[config.mk]
export PLATFORM = sky130hd
export DESIGN_NAME = rns_reverse_converter_pipe
export DESIGN_NICKNAME = d
export VERILOG_FILES = /design/src/rtl/rns_reverse_converter_pipe.sv
export SDC_FILE = /design/constraint.sdc
export NUM_CORES = 1
export LEC_CHECK = 0
export ABC_AREA = 1
export CORE_ASPECT_RATIO = 0.6
export CORE_MARGIN = 5
export CORE_UTILIZATION = 45
export DETAILED_ROUTE_END_ITERATION = 7
export PLACE_DENSITY_LB_ADDON = 0.12
export SYNTH_ARGS = -nofsm -noshare
export SYNTH_HDL_FRONTEND = slang
export SYNTH_SLANG_ARGS = --single-unit
[constraint.sdc]
create_clock -name clk -period 7.8 [get_ports clk]
set_clock_uncertainty 0.15 [all_clocks]
set_input_delay 1.56 -clock clk [delete_from_list [all_inputs] [get_ports clk]]
set_output_delay 1.56 -clock clk [all_outputs]
set_load 0.05 [all_outputs]
[src/rtl/rns_reverse_converter_pipe.sv]
// RNS {2^N-1, 2^N+1, 2^2N+1, 2^(2N+P)} to binary converter, 4-stage valid/ready pipeline.
// Y = (X - r4) / 2^(2N+P) is rebuilt modulo 2^4N-1 from rotated/complemented residue fields.
module rns_reverse_converter_pipe #(
  parameter int N     = 20,
  parameter int P     = 7,
  parameter int CNT_W = 32
) (
  input  logic               clk,
  input  logic               rst,
  input  logic               in_valid,
  output logic               in_ready,
  input  logic [N-1:0]       in_r1,
  input  logic [N:0]         in_r2,
  input  logic [2*N:0]       in_r3,
  input  logic [2*N+P-1:0]   in_r4,
  output logic               out_valid,
  input  logic               out_ready,
  output logic [6*N+P:0]     out_x,
  output logic               out_err,
  output logic [CNT_W-1:0]   conv_cnt,
  output logic [CNT_W-1:0]   err_cnt
);
  localparam int W      = 4*N;
  localparam int R4W    = 2*N+P;
  localparam int STAGES = 4;

  typedef logic [W-1:0] word_t;
  typedef struct packed { word_t s; word_t c; } sc_t;

  typedef struct packed {
    logic [N-1:0]   r1;
    logic [N:0]     r2;
    logic [2*N:0]   r3;
    logic [R4W-1:0] r4;
    logic           err;
  } s1_t;

  typedef struct packed {
    logic [4:0][W-1:0] ops;
    logic [R4W-1:0]    r4;
    logic              err;
  } s2_t;

  typedef struct packed {
    word_t          sum;
    word_t          cry;
    logic [R4W-1:0] r4;
    logic           err;
  } s3_t;

  // Multiplying by 2^s modulo 2^W-1 is a left rotation.
  function automatic word_t rotl(input word_t x, input int s);
    return (x << s) | (x >> (W - s));
  endfunction

  function automatic word_t eac_add(input word_t a, input word_t b);
    logic [W:0] s;
    s = {1'b0, a} + {1'b0, b};
    return s[W-1:0] + {{(W-1){1'b0}}, s[W]};
  endfunction

  function automatic sc_t csa(input word_t a, input word_t b, input word_t c);
    sc_t o;
    o.s = a ^ b ^ c;
    o.c = rotl((a & b) | (a & c) | (b & c), 1);
    return o;
  endfunction

  localparam word_t M2      = {2{{N{1'b0}}, {N{1'b1}}}};
  localparam word_t M3      = {{(2*N){1'b0}}, {(2*N){1'b1}}};
  localparam word_t ONES_LO = ~({W{1'b1}} << (N+2));

  // Correction: cancels the constants carried by the complemented fields of
  // R2f/R3f/R4f; r2 = 2^N and r3 = 2^2N (low halves zero) fold in as an extra M2 / M3 term.
  function automatic word_t kword(input logic b2, input logic b3);
    word_t t2, t3;
    t2 = b2 ? rotl(M2, 1) : M2;
    t3 = b3 ? rotl(M3, 3*N+2) : rotl(M3, 3*N+1);
    return eac_add(eac_add(~t2, ~t3), ONES_LO);
  endfunction

  localparam word_t K00 = kword(1'b0, 1'b0);
  localparam word_t K01 = kword(1'b0, 1'b1);
  localparam word_t K10 = kword(1'b1, 1'b0);
  localparam word_t K11 = kword(1'b1, 1'b1);

  logic [STAGES:1] r_vld_pipe;
  logic            w_adv;
  s1_t             r_s1;
  s2_t             r_s2;
  s3_t             r_s3;

  assign w_adv     = !r_vld_pipe[STAGES] || out_ready;
  assign in_ready  = w_adv;
  assign out_valid = r_vld_pipe[STAGES];

  always_ff @(posedge clk) begin
    if (rst)        r_vld_pipe <= '0;
    else if (w_adv) r_vld_pipe <= {r_vld_pipe[STAGES-1:1], in_valid};
  end

  // S1: latch and range check
  always_ff @(posedge clk) begin
    if (w_adv && in_valid) begin
      r_s1.r1  <= in_r1;
      r_s1.r2  <= in_r2;
      r_s1.r3  <= in_r3;
      r_s1.r4  <= in_r4;
      r_s1.err <= (in_r2[N] && |in_r2[N-1:0]) || (in_r3[2*N] && |in_r3[2*N-1:0]);
    end
  end

  // S2: operand build
  logic [N-1:0]      w_r2l;
  logic [2*N-1:0]    w_r3l;
  word_t             w_r4x, w_k;
  logic [4:0][W-1:0] w_ops;

  assign w_r2l = r_s1.r2[N-1:0];
  assign w_r3l = r_s1.r3[2*N-1:0];
  assign w_r4x = word_t'(r_s1.r4);

  always_comb begin
    w_k = K00;
    case ({r_s1.r2[N], r_s1.r3[2*N]})
      2'b01:   w_k = K01;
      2'b10:   w_k = K10;
      2'b11:   w_k = K11;
      default: w_k = K00;
    endcase
  end

  assign w_ops[0] = {4{r_s1.r1}};
  assign w_ops[1] = {w_r2l, ~w_r2l, w_r2l, ~w_r2l};
  assign w_ops[2] = rotl({~w_r3l, w_r3l}, N+1);
  assign w_ops[3] = ~((w_r4x << (N+2)) | ONES_LO);
  assign w_ops[4] = w_k;

  always_ff @(posedge clk) begin
    if (w_adv && r_vld_pipe[1]) begin
      r_s2.ops <= w_ops;
      r_s2.r4  <= r_s1.r4;
      r_s2.err <= r_s1.err;
    end
  end

  // S3: 5:2 end-around carry-save reduction
  sc_t w_l1, w_l2, w_l3;
  assign w_l1 = csa(r_s2.ops[0], r_s2.ops[1], r_s2.ops[2]);
  assign w_l2 = csa(r_s2.ops[3], r_s2.ops[4], w_l1.s);
  assign w_l3 = csa(w_l1.c, w_l2.c, w_l2.s);

  always_ff @(posedge clk) begin
    if (w_adv && r_vld_pipe[2]) begin
      r_s3.sum <= w_l3.s;
      r_s3.cry <= w_l3.c;
      r_s3.r4  <= r_s2.r4;
      r_s3.err <= r_s2.err;
    end
  end

  // S4: final modular add, undo the 2^(N+2) prescale, append r4
  word_t w_fin, w_res, w_y;
  assign w_fin = eac_add(r_s3.sum, r_s3.cry);
  assign w_res = (&w_fin) ? '0 : w_fin;
  assign w_y   = rotl(w_res, N-P-2);

  always_ff @(posedge clk) begin
    if (rst) begin
      out_x   <= '0;
      out_err <= 1'b0;
    end else if (w_adv && r_vld_pipe[3]) begin
      out_x   <= r_s3.err ? '0 : {1'b0, w_y, r_s3.r4};
      out_err <= r_s3.err;
    end
  end

  always_ff @(posedge clk) begin
    if (rst) begin
      conv_cnt <= '0;
      err_cnt  <= '0;
    end else begin
      if (in_valid && w_adv && !(&conv_cnt))
        conv_cnt <= conv_cnt + CNT_W'(1);
      if (out_valid && out_ready && out_err && !(&err_cnt))
        err_cnt <= err_cnt + CNT_W'(1);
    end
  end

endmodule

# Word level (Yosys, flattened, before mapping)
# Index checks and enable logic that the tools add are counted.
# totals
ff_bits	983
latchBits	0
mem_bits_rw	0
rom_bits	0
in_bits	133
elab_cells	80
mem_count	0
# op_classes
n_addsub	4
mul	0
div_mod_pow	0
magnitude_cmp	0
n_eq_ne	3
shift	0
n_mux	3
n_bitwise	29
n_reduce_logical	20
# op_table
cell	count
80-bit AND	9
80-bit OR	6
80-bit bitwise XOR	6
80-bit by 1-bit OR with 80-bit output	3
62-bit case mux with 3 select lines	1
127-bit 2-to-1 mux	1
80-bit by 80-bit adder with 81-bit output	1
80-bit by 1-bit adder with 80-bit output	1
80-bit 2-to-1 mux	1
69-bit NOT with 80-bit output	1
80-bit by 11-bit OR with 80-bit output	1
80-bit by 21-bit OR with 80-bit output	1
80-bit AND reduction	1
32-bit by 1-bit adder with 32-bit output, second input constant	2
32-bit AND reduction	2
40-bit NOT	1
40-bit OR reduction	1
20-bit NOT	1
20-bit OR reduction	1
1-bit logical AND	10
2-bit == test, second input constant	2
1-bit logical NOT	3
2-bit by 1-bit == test with 1-bit output, second input constant	1
1-bit logical OR	2

# Depth between registers and ports, before layout
# logic_depth
word_depth	10
ltp_mapped	42

# Least setup slack after synthesis
# Ideal clock, no wire load.
# synth_path
path_type	input to register
start	in out_ready
end	reg r_s2[0] (netlist bit), enable pin
arrival_ns	6.762
required_time_ns	7.060
path_slack_ns	0.298
path_stages	4
n_path_buf	0
path_cell_list	nor2_1 -> inv_1 -> nand2_1 -> inv_1
# synth_between
elab_chain_cells	2
# synth_rtl
item	line_no	source
start, declared	17	input logic out_ready,
1-bit logical OR	93	assign w_adv = !r_vld_pipe[STAGES] || out_ready;
net in_ready	11	output logic in_ready,
1-bit logical AND	140	if (w_adv && r_vld_pipe[1]) begin
end, declared	90	s2_t r_s2;
# The timed path passes the listed nets, and every way through them passes these cells.
# A chain may end at the register's enable or synchronous reset.

# Worst setup path in the final report
# layout_path
start	reg r_s3[153] (netlist bit)
end	reg out_x[60]
# layout_between
elab_chain_cells	6
# layout_rtl
item	line_no	source
start, declared	91	s3_t r_s3;
80-bit by 80-bit adder with 81-bit output *	58	s = {1'b0, a} + {1'b0, b};
80-bit by 1-bit adder with 80-bit output *	59	return s[W-1:0] + {{(W-1){1'b0}}, s[W]};
80-bit AND reduction	165	assign w_res = (&w_fin) ? '0 : w_fin;
80-bit 2-to-1 mux *	165	
80-bit by 11-bit OR with 80-bit output *	53	return (x << s) | (x >> (W - s));
127-bit 2-to-1 mux *	173	out_x <= r_s3.err ? '0 : {1'b0, w_y, r_s3.r4};
end signal, assigned	173	
end, declared	18	output logic [6*N+P:0] out_x,
# Every way passes the cells marked *; elsewhere a longest branch is shown, timed or not.

==> impl_metrics.ini <==
[placement]
dpl_cell_area_um2 = 47600
numPortBuffers = 326
post-place-ws_ns = 0.593
dp.cells = 6564
gp_congestion = 1.07
dp_hpwl_mm = 135

[global_route]
grt_max_degree = 134
grt_overflow = 0
grt_pass1_vias = 32700
grt_first_pass_wirelength_mm = 230
track_usage_pct = 31.3
antenna_found_initial = 16

[worst_setup_path]
r2r_slack_ns = 0.51
r2r_cells = 38
crit_type = flip-flop to flip-flop
endpoint_kind = flip-flop
arrival_ns = 7.66
r2r_end = out_x[60]$_SDFFE_PP0P_
crit_path_start = r_s3[153]$_DFFE_PP_
cp-start-kind = flip-flop
critPathSlowestCell = ha_1
required_ns = 8.17
worst_path_most_repeated_cell = nand2_1
slowest_delay_ns = 0.63
r2r-start = r_s3[153]$_DFFE_PP_
crit_fanout = 43
critPathCapture = out_x[60]$_SDFFE_PP0P_

[clocking]
cts.sinks = 774
clk_pin_slew_ns = 0.07
cts-buffers-inserted = 72
insertion_delay_ns = 0.69
cts-root-buf = clkbuf_16
htree_levels = 3
post-cts-setup-buffers = 0
cts_max_path_buffers = 3
cts_tree = yes

[logic_synthesis]
ys_ff_latch = 774
yosysWarnings = 0
ys.flop_type = edfxtp_1
synth.top_cell.area_share_pct = 40.6
syn_area_per_cell_um2 = 8.52
synth.largest_area_cell = edfxtp_1
ys_seq_area_share_pct = 49.7
synth_area_um2 = 42800
async_flop_share_pct = 0
synth-edff-count = 578
synthCells = 5023
synth.distinct_cells = 42
syn_nets = 5455
synth.area.top_cells = edfxtp_1 41%, nand2_1 14%, dfxtp_1 9.2%

[flow_run]
cap_viol_max_count = 0

[timing]
setup_tns_ns = 0
relSlewSlack_pct = 23.5
rsz0062_at_grt = false
min_period_ns = 7.29
post-route-worst-setup-slack_ns = 0.509
hold_viol = 0
fin_crit_sh_pct = 93.5
setup_viol = 0
slew_viol_final = 0
tightest_slew_ns = 1.14
fmax_mhz = 137

[drt]
first_pass_iters = 7
viasPerCell = 5.28
ant_nets = 0
wl_per_cell_um = 24.2
vias = 35400
drtIter0Drc = 4301
drc = 0
wl_mm = 162

[power_and_ir_drop]
p_leak_nw = 21.4
cellPowerDensity_nw_per_um2 = 207
peakVddDrop_uv = 201

[outcome]
status = complete, no violations

[cells_and_area]
fin_nets = 5824
stdcell_area_um2 = 50100
layout-drive-gt1-share_pct = 4.39
layout_commonest_cell = nand2_1
fin_cells = 6698
area_growth_pct = 17.0
fill_cells = 8748
final_cell_mix = 1638 x nand2_1, 882 x inv_1, 578 x edfxtp_1

[die]
row_count = 87
io_pins = 328
die_y_um = 249
dieArea_um2 = 102000
initial_utilization_pct = 45.4
dieWidth_um = 408
core_um2 = 94200

[hold_path]
hold_path.class = flip-flop to flip-flop
holdPathStages = 0
[worst max-delay path: cells and delay by family, from the launching register on]
family	cells	cell delay, ns
AND/OR/NAND/NOR	32	5.20
adder cells (fa/ha/maj)	2	0.87
buffers and inverters	3	0.41
flip-flops	1	0.38
AO/OA/AOI/OAI	1	0.06
[cells in the mapped netlist, drive strengths merged (2+ instances only)]
cell type and number:
a21o 2, a21oi 293, and2 3, and3 2, buf 10, clkbuf 48, clkinv 4, dfxtp 196
edfxtp 578, fa 164, ha 135, inv 897, nand2 1659, nand3 260, nand3b 8, nand4 88
nor2 484, nor3 52, nor3b 3, nor4 31, o21a 2, o21ai 66, o21bai 6, or2 3
xnor2 5, xor2 18
[timing repair]
item                       in CTS  in global routing
setup endpoints to repair       0                 62
gates resized for setup         0                  3
hold buffers                    0                  0
[per-stage QoR]
step,total power [W],hold WS (ns),utilization (%)
2_1_floorplan,0.00586,0.250,-
3_3_place_gp,0.00674,0.251,50.6
3_5_place_dp,0.00675,0.255,50.6
4_1_cts,0.0104,0.259,53.2
5_1_grt,0.0108,0.260,53.2
6_report,0.0104,0.260,53.2
[metal layers]
metal	wire, um	vias up	track usage, %	part of all wire [%]
li1	-	16700	-	-
met1	76800	17000	48.7	47
met2	61900	1505	41.4	38
met3	21100	142	12.3	13
met4	2080	12	4.40	1.3
met5	86	-	0	0.053
[worst min-delay path by stage]
stage	from	to	slack [ns]
6_report	r_s1[123]$_DFFE_PP_	r_s2[121]$_DFFE_PP_	0.26
5_1_grt	r_s1[123]$_DFFE_PP_	r_s2[121]$_DFFE_PP_	0.26
4_1_cts	r_s1[123]$_DFFE_PP_	r_s2[121]$_DFFE_PP_	0.26
3_5_place_dp	r_s1[110]$_DFFE_PP_	r_s2[108]$_DFFE_PP_	0.25
3_3_place_gp	r_s2[28]$_DFFE_PP_	r_s3[28]$_DFFE_PP_	0.25
2_1_floorplan	r_s1[0]$_DFFE_PP_	r_s2[0]$_DFFE_PP_	0.25
[cell type report]
class / count / area (um2) / share of cell area (%)
inverters: 901 / 3400 / 6.80
diodes: 3 / 7.51 / 0.0150
clock buffers: 94 / 1970 / 3.94
well taps: 1246 / 1560 / 3.11
multi-input cells: 3290 / 17900 / 35.7
repair buffers: 353 / 3500 / 7.00
flip-flops and latches: 774 / 21300 / 42.5
clock inverters: 37 / 464 / 0.927
[power breakdown]
group	switching (W)	internal (W)	leakage [nW]
Sequential	0.0000876	0.00465	7.02
Combinational	0.00144	0.000558	13.2
Clock	0.00164	0.00199	1.18
[state kept, by name (all words and copies together), names as in the netlist]
name	flops
conv_cnt	32
r_s3	208
out_err	1
r_s2	240
out_x	127
r_vld_pipe	4
r_s1	130
err_cnt	32
[cells by family after synthesis]
logic type                 after synthesis  share of synthesized area, %
and+or+nand+nor                       2594                          25.2
other                                    1                       0.00876
buffers and inverters                  959                          8.56
AOI/OAI and AO/OA                      373                          4.46
adders and majority gates              299                          11.6
DFF                                    774                          49.7
xor gates and xnor gates                23                         0.471
(Power assumes the default switching activity.)
